--- src/rtl/udp_rx.sv ---
// UDP receive parser: strips the 8-byte header onto a valid/ready header port
// and forwards the payload through a single output register stage.
module udp_rx #(
  parameter int AXI_DATA_WIDTH = 8
) (
  input  logic                      i_clk,
  input  logic                      i_reset_n,
  input  logic [AXI_DATA_WIDTH-1:0] s_rx_axis_tdata,
  input  logic                      s_rx_axis_tvalid,
  input  logic                      s_rx_axis_tlast,
  output logic                      s_rx_axis_trdy,
  output logic                      m_udp_hdr_tvalid,
  input  logic                      m_udp_hdr_trdy,
  output logic [15:0]               m_udp_src_port,
  output logic [15:0]               m_udp_dst_port,
  output logic [15:0]               m_udp_length,
  output logic [15:0]               m_udp_checksum,
  output logic [AXI_DATA_WIDTH-1:0] m_rx_axis_tdata,
  output logic                      m_rx_axis_tvalid,
  output logic                      m_rx_axis_tlast,
  input  logic                      m_rx_axis_trdy,
  output logic                      o_hdr_err,
  output logic                      o_len_err
);

  generate
    if (AXI_DATA_WIDTH != 8) begin : g_width_check
      $error("udp_rx supports AXI_DATA_WIDTH = 8 only");
    end
  endgenerate

  typedef enum logic [0:0] {
    ST_HDR     = 1'b0,
    ST_PAYLOAD = 1'b1
  } state_t;

  state_t      state_r;
  logic [2:0]  hdr_cnt_r;
  logic [15:0] pay_cnt_r;
  logic [15:0] src_sh_r;
  logic [15:0] dst_sh_r;
  logic [15:0] len_sh_r;
  logic [7:0]  ck_hi_r;
  logic        run_r;
  logic        rdy_s;
  logic        acc_s;
  logic [15:0] pay_cnt_nxt_s;
  logic        len_bad_s;

  // Input ready and length check derived from the current parse position.
  always_comb begin
    rdy_s = 1'b0;
    case (state_r)
      ST_HDR: begin
        // Byte 7 publishes a header, so it waits for the header slot to free up.
        if (hdr_cnt_r == 3'd7) begin
          rdy_s = !m_udp_hdr_tvalid | m_udp_hdr_trdy;
        end else begin
          rdy_s = 1'b1;
        end
      end
      ST_PAYLOAD: rdy_s = !m_rx_axis_tvalid | m_rx_axis_trdy;
      default:    rdy_s = 1'b0;
    endcase
    pay_cnt_nxt_s = (pay_cnt_r == 16'hFFFF) ? 16'hFFFF : (pay_cnt_r + 16'd1);
    len_bad_s     = (pay_cnt_nxt_s == 16'hFFFF) | ((pay_cnt_nxt_s + 16'd8) != len_sh_r);
  end

  // run_r holds ready low in reset and for the first cycle after release.
  assign s_rx_axis_trdy = run_r & rdy_s;
  assign acc_s          = s_rx_axis_tvalid & s_rx_axis_trdy;

  // Parser state machine with all registered outputs.
  always_ff @(posedge i_clk or negedge i_reset_n) begin
    if (!i_reset_n) begin
      state_r          <= ST_HDR;
      hdr_cnt_r        <= 3'd0;
      pay_cnt_r        <= 16'd0;
      src_sh_r         <= 16'd0;
      dst_sh_r         <= 16'd0;
      len_sh_r         <= 16'd0;
      ck_hi_r          <= 8'd0;
      run_r            <= 1'b0;
      m_udp_hdr_tvalid <= 1'b0;
      m_udp_src_port   <= 16'd0;
      m_udp_dst_port   <= 16'd0;
      m_udp_length     <= 16'd0;
      m_udp_checksum   <= 16'd0;
      m_rx_axis_tdata  <= '0;
      m_rx_axis_tvalid <= 1'b0;
      m_rx_axis_tlast  <= 1'b0;
      o_hdr_err        <= 1'b0;
      o_len_err        <= 1'b0;
    end else begin
      run_r     <= 1'b1;
      o_hdr_err <= 1'b0;
      o_len_err <= 1'b0;
      if (m_udp_hdr_tvalid && m_udp_hdr_trdy) begin
        m_udp_hdr_tvalid <= 1'b0;
      end
      if (m_rx_axis_tvalid && m_rx_axis_trdy) begin
        m_rx_axis_tvalid <= 1'b0;
      end
      if (acc_s) begin
        case (state_r)
          ST_HDR: begin
            hdr_cnt_r <= hdr_cnt_r + 3'd1;
            case (hdr_cnt_r)
              3'd0: src_sh_r[15:8] <= s_rx_axis_tdata;
              3'd1: src_sh_r[7:0]  <= s_rx_axis_tdata;
              3'd2: dst_sh_r[15:8] <= s_rx_axis_tdata;
              3'd3: dst_sh_r[7:0]  <= s_rx_axis_tdata;
              3'd4: len_sh_r[15:8] <= s_rx_axis_tdata;
              3'd5: len_sh_r[7:0]  <= s_rx_axis_tdata;
              3'd6: ck_hi_r        <= s_rx_axis_tdata;
              3'd7: begin
                m_udp_src_port   <= src_sh_r;
                m_udp_dst_port   <= dst_sh_r;
                m_udp_length     <= len_sh_r;
                m_udp_checksum   <= {ck_hi_r, s_rx_axis_tdata};
                m_udp_hdr_tvalid <= 1'b1;
              end
              default: ;
            endcase
            if (s_rx_axis_tlast) begin
              hdr_cnt_r <= 3'd0;
              if (hdr_cnt_r == 3'd7) begin
                o_len_err <= (len_sh_r != 16'd8);
              end else begin
                o_hdr_err <= 1'b1;
              end
            end else if (hdr_cnt_r == 3'd7) begin
              state_r   <= ST_PAYLOAD;
              pay_cnt_r <= 16'd0;
            end
          end
          ST_PAYLOAD: begin
            m_rx_axis_tdata  <= s_rx_axis_tdata;
            m_rx_axis_tlast  <= s_rx_axis_tlast;
            m_rx_axis_tvalid <= 1'b1;
            pay_cnt_r        <= pay_cnt_nxt_s;
            if (s_rx_axis_tlast) begin
              state_r   <= ST_HDR;
              hdr_cnt_r <= 3'd0;
              o_len_err <= len_bad_s;
            end
          end
          default: state_r <= ST_HDR;
        endcase
      end
    end
  end

endmodule

--- config.mk ---
export PLATFORM = sky130hd
export DESIGN_NAME = udp_rx
export DESIGN_NICKNAME = d
export VERILOG_FILES = /design/src/rtl/udp_rx.sv
export SDC_FILE = /design/constraint.sdc
export NUM_CORES = 1
export LEC_CHECK = 0
export CORE_MARGIN = 1
export CORE_UTILIZATION = 60
export CTS_CLUSTER_DIAMETER = 100
export DETAILED_ROUTE_END_ITERATION = 6
export GPL_ROUTABILITY_DRIVEN = 0
export GPL_TIMING_DRIVEN = 0
export PLACE_DENSITY = 0.85
export SLEW_MARGIN = 20
export SYNTH_ARGS = -nofsm -noshare
export SYNTH_HDL_FRONTEND = slang
export SYNTH_SLANG_ARGS = --single-unit
--- constraint.sdc ---
create_clock -name i_clk -period 5 [get_ports i_clk]
set_clock_uncertainty 0.1 [all_clocks]
set_input_delay 0.75 -clock i_clk [delete_from_list [all_inputs] [get_ports i_clk]]
set_output_delay 0.75 -clock i_clk [all_outputs]
set_load 0.02 [all_outputs]
# ---- Word level (Yosys, flattened, before mapping)
# Index checks and enable logic that the tools add are counted.
dict set report totals {
  reg_bits 154
  inputBits 14
  output_inout_bits 78
  elab_cells 89
}
dict set report op_classes {
  n_addsub 3
  n_eq_ne 14
  muxes 29
  bitwise 6
  n_reduce_logical 16
}
# operator count
set ops {}
lappend ops {{16-bit two-way mux} 3}
lappend ops {{16-bit == test (second input constant)} 2}
lappend ops {{16-bit one-hot mux with 2 select lines} 1}
lappend ops {{3-bit AND reduction} 9}
lappend ops {{1-bit two-way mux} 19}
lappend ops {{16-bit by 1-bit adder with 16-bit output (second input constant)} 1}
lappend ops {{16-bit by 4-bit adder with 16-bit output (second input constant)} 1}
lappend ops {{16-bit inequality test} 1}
lappend ops {{16-bit by 4-bit inequality test with 1-bit output (second input constant)} 1}
lappend ops {{3-bit == test (second input constant)} 4}
lappend ops {{3-bit by 2-bit == test with 1-bit output (second input constant)} 2}
lappend ops {{3-bit two-way mux} 2}
lappend ops {{2-bit inequality test (second input constant)} 3}
lappend ops {{1-bit one-hot mux with 2 select lines} 3}
lappend ops {{3-bit one-hot mux with 2 select lines} 1}
lappend ops {{2-bit AND reduction} 2}
lappend ops {{3-bit by 1-bit adder with 3-bit output (second input constant)} 1}
lappend ops {{3-bit by 1-bit == test with 1-bit output (second input constant)} 1}
lappend ops {{3-bit zero test} 1}
lappend ops {{1-bit bitwise OR} 3}
lappend ops {{1-bit AND} 2}
lappend ops {{1-bit logical AND} 2}
lappend ops {{1-bit zero test} 2}
lappend ops {{1-bit inverter} 1}

# ---- Logic depth before layout (Yosys ltp)
# Gate-level depths: netlist of run 1.
dict set report depth {
  ltp_word 8
  ltp_mapped 15
  ltp_nobuf 13
}

# ---- Worst setup path after synthesis of run 1
# OpenSTA, ideal clock, no wires.
dict set report synth_path {
  kind {flip-flop to flip-flop}
  start {reg pay_cnt_r[0]}
  end {reg o_len_err}
  setup_time_ps 130
  arrival_time_ps 3005
  required_ps 4770
  slack_ps 1765
  stages_incl_launch_ff 16
  path_buffers 2
  period_less_slack_ps 3235
  path_cell_list {dfrtp_1 > ha_1 > nand4_4 > or4_1 > buf_2 > buf_6 > nand2_1 > ha_1 > xnor2_1 > xnor2_1 > a32oi_1 > o21ai_0 > o2111ai_1 > a2111o_1 > nor4_2 > a31oi_1}
}
dict set report synth_via {
  elab_chain_len 8
  elab_cells_between_ends 10
  classes_between {add/sub: 2; eq/ne: 3; mux: 4; bitwise: 1}
}
# element line_no
set synth_rtl {}
lappend synth_rtl {{from (decl)} 39} ;# logic [15:0] pay_cnt_r;
lappend synth_rtl {{from (signal assigned)} 141} ;# pay_cnt_r <= pay_cnt_nxt_s;
lappend synth_rtl {{16-bit by 1-bit adder with 16-bit output or 16-bit == test (tied branches)} 65} ;# pay_cnt_nxt_s = (pay_cnt_r == 16'hFFFF) ? 16'hFFFF : (pay_cnt_r + 16'd1);
lappend synth_rtl {{16-bit two-way mux (*)} 65}
lappend synth_rtl {{16-bit by 4-bit adder with 16-bit output} 66} ;# len_bad_s = (pay_cnt_nxt_s == 16'hFFFF) | ((pay_cnt_nxt_s + 16'd8) != len_sh_r);
lappend synth_rtl {{16-bit inequality test} 66}
lappend synth_rtl {{1-bit bitwise OR (*)} 66}
lappend synth_rtl {{1-bit two-way mux (*)} 142} ;# if (s_rx_axis_tlast) begin
lappend synth_rtl {{1-bit one-hot mux with 2 select lines (*)} 105} ;# case (state_r)
lappend synth_rtl {{1-bit two-way mux (*)} 104} ;# if (acc_s) begin
lappend synth_rtl {{to (signal assigned)} 128} ;# o_len_err <= (len_sh_r != 16'd8);
lappend synth_rtl {{to (signal assigned)} 145} ;# o_len_err <= len_bad_s;
lappend synth_rtl {{to (decl)} 23} ;# output logic o_len_err
# Every way passes the cells marked *; elsewhere a longest branch is shown, timed or not.
# A chain may end at the register's enable or synchronous reset.

# ---- Worst setup path after layout of run 1
# Same ends and word-level chain as after synthesis.

==> results.md, run 1 <==
* Top cell type's share of synthesized area at 52.9%
* Filler cells at 714
* Final wirelength at 18.4 mm
* Die area at 12600 µm²
* Worst min path class: in2async
* Synth Area in Compound Gates at 8.26%
* Synth Warn # at 0
* Clock buffer depth at 2
* Routed len/inst at 21.3 µm
* RR Startpoint: pay_cnt_r[0]
* Share of cells above drive strength 1 at 26.6%
* Port Buf Inserts at 91
* Area of the multi-input gates at 3200 µm²
* Worst Setup End Kind: register
* Status: finished, violations left
* Area grow syn2layout at 23.5%
* Clock Latency Late Sink at 0.43 ns
* Initial antenna violation count at 0
* Placeable Area at 11600 µm²
* Seq/Total Area, Yosys at 52.9%
* Final ANT Viol Nets at 0
* Synth Area in Adders at 1.37%
* Slew @ Worst Pin at 0.636 ns
* Cell Chain, Critical Path: ha_1 > nand4_4 > or4_1 > buf_2 > buf_6 > nand2_1 > ha_1 > nor2_1 > a2111oi_0 > o2111ai_1 > a2111o_1 > nor4_2 > a31oi_1
* Peak VDD IR at 0.379 mV
* Register area at 3850 µm²
* Final WS setup at 1.21 ns
* Finished Cell Area at 8990 µm²
* Synth Area in Simple Gates at 12.5%
* HPWL after DPL at 12.3 mm
* Leak at 4.11 nW
* Die X at 112 µm
* Drt via density at 6.09
* Number of enable flip-flop cells after synthesis at 0
* Largest net degree at the start of global routing at 89
* Hold-fix buffers, CTS at 0
* Post-synthesis mux area share at 18.9%
* # diodes at 0
* Post-Place Worst Slack at 1.31 ns
* Rel. slew slack at 57.3%
* Io pins at 92
* Cts bufs inserted at 17
* Max H-tree Level at 4
* Vias in the first global route at 5582
* Post-Syn Nets at 620
* Layout Nets at 731
* Arr. time, crit path at 3.99 ns
* Syn Std Cell Area at 7280 µm²
* Final hold viol count at 0
* CP delay by family, top: compound AO/OA/AOI/OAI gates
* CP Data Required Time at 5.19 ns
* Met2 Usage GRT at 52.6%
* Post-synth top area cell: dfrtp_1
* Final period util at 75.9%
* Global-route wire length before repair at 29.8 mm
* Cells after Synth at 598
* Synth cell types at 71
* PwrDens at 459 nW/µm²
* Slowest stage delay, CP at 0.52 ns
* Fin. max-slew vios at 0
* Fmax at 264 MHz
* Core Rows at 39
* Period minus WS final at 3.79 ns
* Most used cell, CP: ha_1
* Via count at 5269
* Critical path type: reg2reg
* Clk sinks at 154
* Yosys reg bits at 154
* Unrepaired setup endpoints after global routing: false
* Count of final setup violators at 0
* GRT met1 Usage at 38.2%
* Initial Utilization at 62.7%
* Top-count cell post-synth: dfrtp_1
* Initial DRC count at 500
* Buf+Inv Stages, Crit Path at 2
* CTS root buf: clkbuf_16
* Die Ht at 112 µm
* Gr usage total at 31.6%
* # DRC at 2
* Main combinational cell family by area after synthesis: multiplexers
* Main synth FF type: dfrtp_1
* Setup crit start kind: register
* Area share of xor/xnor cells in the synthesized design at 2.77%
* CTS tree: built
* Synth top cells by count: dfrtp_1, mux2_2, nand2_1
* Failing checks: design-rule violations
* Grt ovf at 0
* Ys async rst share at 100%
* Drt first pass iters at 7
* Postcts setup bufs at 0
* Met3 GRT Util at 8.21%
* Clock-pin slew on the worst setup and hold paths at 0.06 ns
* Dpl cell area at 8400 µm²
* Avg Cell Area, Syn at 12.2 µm²
* Crit-path max FO at 10
* Slowest cell on crit path: or4_1
* Critical path origin: pay_cnt_r[0]
* GR peak layer: met2
* Post-CTS resize count at 0
* Max_cap viols at 0
* Largest cells by area after synthesis: dfrtp_1, mux2_2, nand2_1
==> power by group <==
group / switching, W / total, W / leakage, nW / internal, W
clock: 0.000509 / 0.00128 / 0.283 / 0.000774
combinational: 0.000495 / 0.00102 / 1.77 / 0.000530
sequential: 0.000249 / 0.00182 / 2.05 / 0.00157
==> cells in the final DEF, fill, tap and decap left out, types with 4 or more instances in the layout <==
master / instances
a21o_1: 4
a21oi_1: 12
a22o_1: 9
and3_1: 6
buf_1: 4
buf_2: 9
buf_4: 6
clkbuf_1: 12
clkbuf_16: 17
clkdlybuf4s50_1: 90
dfrtp_1: 154
ha_1: 8
inv_1: 14
mux2_2: 118
mux2i_1: 5
nand2_1: 62
nand2b_1: 4
nand3_1: 13
nand3b_1: 5
nand4_1: 4
nor2_1: 18
nor2b_1: 4
nor3_1: 6
nor4_1: 6
o21ai_0: 23
o22ai_1: 4
xnor2_1: 17
xor2_1: 6
==> cell families after synthesis <==
family,count (synthesis)
xor+xnor,23
compound gates,84
buf+inv,46
mux,123
other cells,1
flops,154
fa+ha+maj,8
simple gates,159
==> state kept, by name, indices dropped and copies added, names as in the netlist <==
signal / flops
dst_sh_r: 16
len_sh_r: 16
m_udp_checksum: 16
m_udp_dst_port: 16
m_udp_length: 16
m_udp_src_port: 16
pay_cnt_r: 16
src_sh_r: 16
ck_hi_r: 8
m_rx_axis_tdata: 8
hdr_cnt_r: 3
m_rx_axis_tlast: 1
m_rx_axis_tvalid: 1
m_udp_hdr_tvalid: 1
o_hdr_err: 1
o_len_err: 1
run_r: 1
state_r: 1
==> worst reg2reg max path, delay by kind of cell, from the launching register on <==
family                   cells  cell delay [ns]
adder cells (fa/ha/maj)      2             0.62
AND/OR/NAND/NOR              5             0.96
flip-flops                   1             0.46
AO/OA/AOI/OAI                4             1.15
buffers and inverters        2             0.36
==> metal layers <==
metal  up-vias  wire length (µm)  part of all wire [%]
met1      2667              7230                    39
met2       185              9390                    51
li1       2364                 -                     -
met4         0               680                   3.7
met3        53              1100                   6.0
met5         -                 0                     0
==> final timing paths <==
kind | endpoint | cells after the start | slack, ns
max in group asynchronous | m_rx_axis_tlast | 2 | 3.82
min in group i_clk | m_rx_axis_tdata[7] | 2 | 0.37
worst max register to register | o_len_err | 13 | 1.21
worst min-delay path | ck_hi_r[3] | 1 | 0.18
worst min register to register | m_rx_axis_tdata[7] | 2 | 0.37
worst max-delay path | o_len_err | 13 | 1.21
==> stage by stage <==
stage / cells / hold slack, ns / TNS [ns] / total power (W) / util [%]
after CTS: 865 / 0.187 / 0 / 0.00414 / 77.4
after global routing: 865 / 0.209 / 0 / 0.00430 / 77.4
after global placement: 832 / 0.363 / -417.64 / 0.00277 / 72.1
final: 865 / 0.176 / 0 / 0.00413 / 77.4
after detailed placement: 833 / 0.363 / 0 / 0.00284 / 72.4
after floorplan: 598 / 0.354 / 0 / 0.00238 / -
==> area by class of cell <==
type	count	share of cell area (%)
sequential	154	42.8
multi-input combinational	398	35.6
timing repair buffer	92	10.5
clock buffer	22	5.27
tap	143	1.99
buffer	32	1.96
clock inverter	10	1.28
inverter	14	0.584
No activity file was read; power rests on OpenSTA's default activity.
==> run 2, diff against run 1 <==
- CORE_UTILIZATION: 60 -> 50
- PLACE_DENSITY: 0.85 -> 0.76
- clock period: 5 -> 3.06 ns (I/O delays scaled with it)
==> run 2 against run 1 <==
The run ends with negative setup slack left. Utilization decreased by 11 points. Sequential cell count unchanged. Cell count is 5.5% higher. Die area increased by 20%. Clock-buffer cell count increased by 1. Maximum frequency grew 23%. Setup slack got worse by 1.2 ns. Register-to-register slack got worse by 1.2 ns. Largest cell class unchanged.
==> results.md, run 2 (synthesis results as in run 1) <==
* Initial antenna violation count at 0 (unchanged)
* Peak VDD IR at 0.489 mV (+29%)
* Final wirelength at 17.9 mm (-2.6%)
* Setup tns final at -0.0338 ns (-0.0338 ns)
* Cts bufs inserted at 17 (unchanged)
* Rel. slew slack at 51.8% (-5.5 points)
* Count of final setup violators at 1 (+1)
* Worst min path class: reg2reg
* Initial Utilization at 51.9% (-11 points)
* Io pins at 92 (unchanged)
* Final ANT Viol Nets at 0 (unchanged)
* Port Buf Inserts at 91 (unchanged)
* CTS tree: built
* RR Startpoint: pay_cnt_r[1]
* CTS root buf: clkbuf_16
* Final period util at 101% (+25 points)
* Largest net degree at the start of global routing at 90 (+1.1%)
* HPWL after DPL at 12.2 mm (-1.5%)
* Util after Layout at 66.4% (-11 points)
* Clock Latency Late Sink at 0.42 ns (about the same)
* Unrepaired setup endpoints after global routing: true
* Slew @ Worst Pin at 0.718 ns (+0.0816 ns)
* Clock buffer depth at 2 (unchanged)
* Leak at 4.19 nW (+2.1%)
* Via count at 5287 (+0.34%)
* Most common cell after layout, fill and taps aside: dfrtp_1
* Fmax at 323 MHz (+23%)
* R2r setup slk at -0.03 ns (-1.24 ns)
* Failing checks: negative setup slack
* Max_cap viols at 0 (unchanged)
* Critical path type: reg2reg
* Status: finished, violations left
* Die X at 123 µm (+9.4%)
* Die Ht at 123 µm (+9.4%)
* Drt first pass iters at 4 (-3)
* Layout Cells excl Fill at 913 (+5.5%)
* Arr. time, crit path at 3.27 ns (-0.72 ns)
* Final WS setup at -0.0338 ns (-1.24 ns)
* Clk sinks at 154 (unchanged)
* Area grow syn2layout at 28.0%
* WHS Path Cells at 2
* Routed len/inst at 19.6 µm (-7.8%)
* Final hold slack at 0.383 ns (+0.208 ns)
* Gr usage total at 25.3% (-6.3 points)
* Vias in the first global route at 5455 (-2.3%)
* Layout Nets at 742 (+1.5%)
* Crit-path max FO at 4 (-6)
* Share of cells above drive strength 1 at 31.1% (+4.5 points)
* Fin. max-slew vios at 0 (unchanged)
* Cell depth of the worst flop-to-flop path at 13 (unchanged)
* Die area at 15100 µm² (+20%)
* PwrDens at 723 nW/µm² (+57%)
* Worst Setup End Kind: register
* Period minus WS final at 3.09 ns (-0.701 ns)
* Hold wc startpoint: m_rx_axis_tdata[4]
* # DRC at 0 (-2)
* Setup crit start kind: register
* Placeable Area at 14000 µm² (+21%)
* Final hold viol count at 0 (unchanged)
* Drt via density at 5.79 (-4.9%)
* Max H-tree Level at 4 (unchanged)
* Clock-pin slew on the worst setup and hold paths at 0.06 ns (about the same)
* Overall power at 0.00674 W (+63%)
* Cells after DPL at 870 (+4.4%)
* Endpoint, Worst Hold: m_rx_axis_tdata[4]
* Most frequent cells in the layout: dfrtp_1, mux2_2, clkdlybuf4s50_1, nand2_1, o21ai_0
* CP Data Required Time at 3.24 ns (-1.95 ns)
* # diodes at 0 (unchanged)
* Grt ovf at 0 (unchanged)
* Global-route wire length before repair at 28.3 mm (-5.2%)
* Initial DRC count at 324 (-35%)
* RR Endpoint: o_len_err
* Core Rows at 43 (+10%)
run 2: final cells by class:
cell class | count | area (µm²)
clock inverter | 9 | 115
timing repair buffer | 108 | 1070
tap | 180 | 225
sequential | 154 | 3860
inverter | 14 | 52.6
fill | 1034 | 4720
buffer | 27 | 181
multi-input combinational | 398 | 3370
clock buffer | 23 | 458
run 2: worst max-delay path: stages (launching register included):
cell	delay (ns)
dfrtp_1	0.39
ha_4	0.17
nand4_4	0.07
or4_4	0.60
nand2_4	0.11
ha_4	0.18
buf_4	0.14
inv_1	0.07
nand3_1	0.09
a21boi_1	0.24
o2111ai_2	0.13
a2111o_1	0.33
nor4_2	0.18
a31oi_1	0.16
run 2: worst max path at each step:
stage | from | end | slack (ns) | cells after the start
5_1_grt | pay_cnt_r[12] | o_len_err | -0.15 | 13
6_report | pay_cnt_r[1] | o_len_err | -0.03 | 13
3_5_place_dp | pay_cnt_r[0] | o_len_err | -0.41 | 14
3_3_place_gp | i_reset_n | pay_cnt_r[0] | -5.01 | 1
4_1_cts | pay_cnt_r[0] | o_len_err | -0.26 | 13
2_1_floorplan | pay_cnt_r[0] | o_len_err | 0.001 | 15
run 2: report_power, final:
group	switching, W	leakage (nW)	internal, W	total, W
sequential	0.000397	2.05	0.00257	0.00297
combinational	0.000817	1.87	0.000914	0.00173
clock	0.000809	0.272	0.00123	0.00204
total	0.00202	4.19	0.00471	0.00674
run 2: through the flow:
stage / area, µm² / worst slack [ns]
after floorplan: 7320 / 0.000991
after global placement: 8460 / -5.01
after CTS: 9210 / -0.262
after detailed placement: 8490 / -0.406
after global routing: 9320 / -0.152
final: 9320 / -0.0338
run 2: per-layer routing:
metal	global-route usage, %	routed length [µm]	vias up
li1	-	-	2378
met1	30.3	7300	2716
met2	42.5	9070	166
met3	7.95	1190	27
met4	9.60	360	0
met5	0	0	-
run 2: repair_timing:
action	in CTS	in global routing
setup buffers	9	6
hold buffers	1	0
setup endpoints to repair	15	99
resized for setup	16	28
pin swaps	8	10
hold endpoints to repair	88	0
==> run 3, diff against run 2 <==
- ABC_AREA: default -> 0
==> results of run 3 <==
Final layout, timing and power as in run 2 (identical DEF).
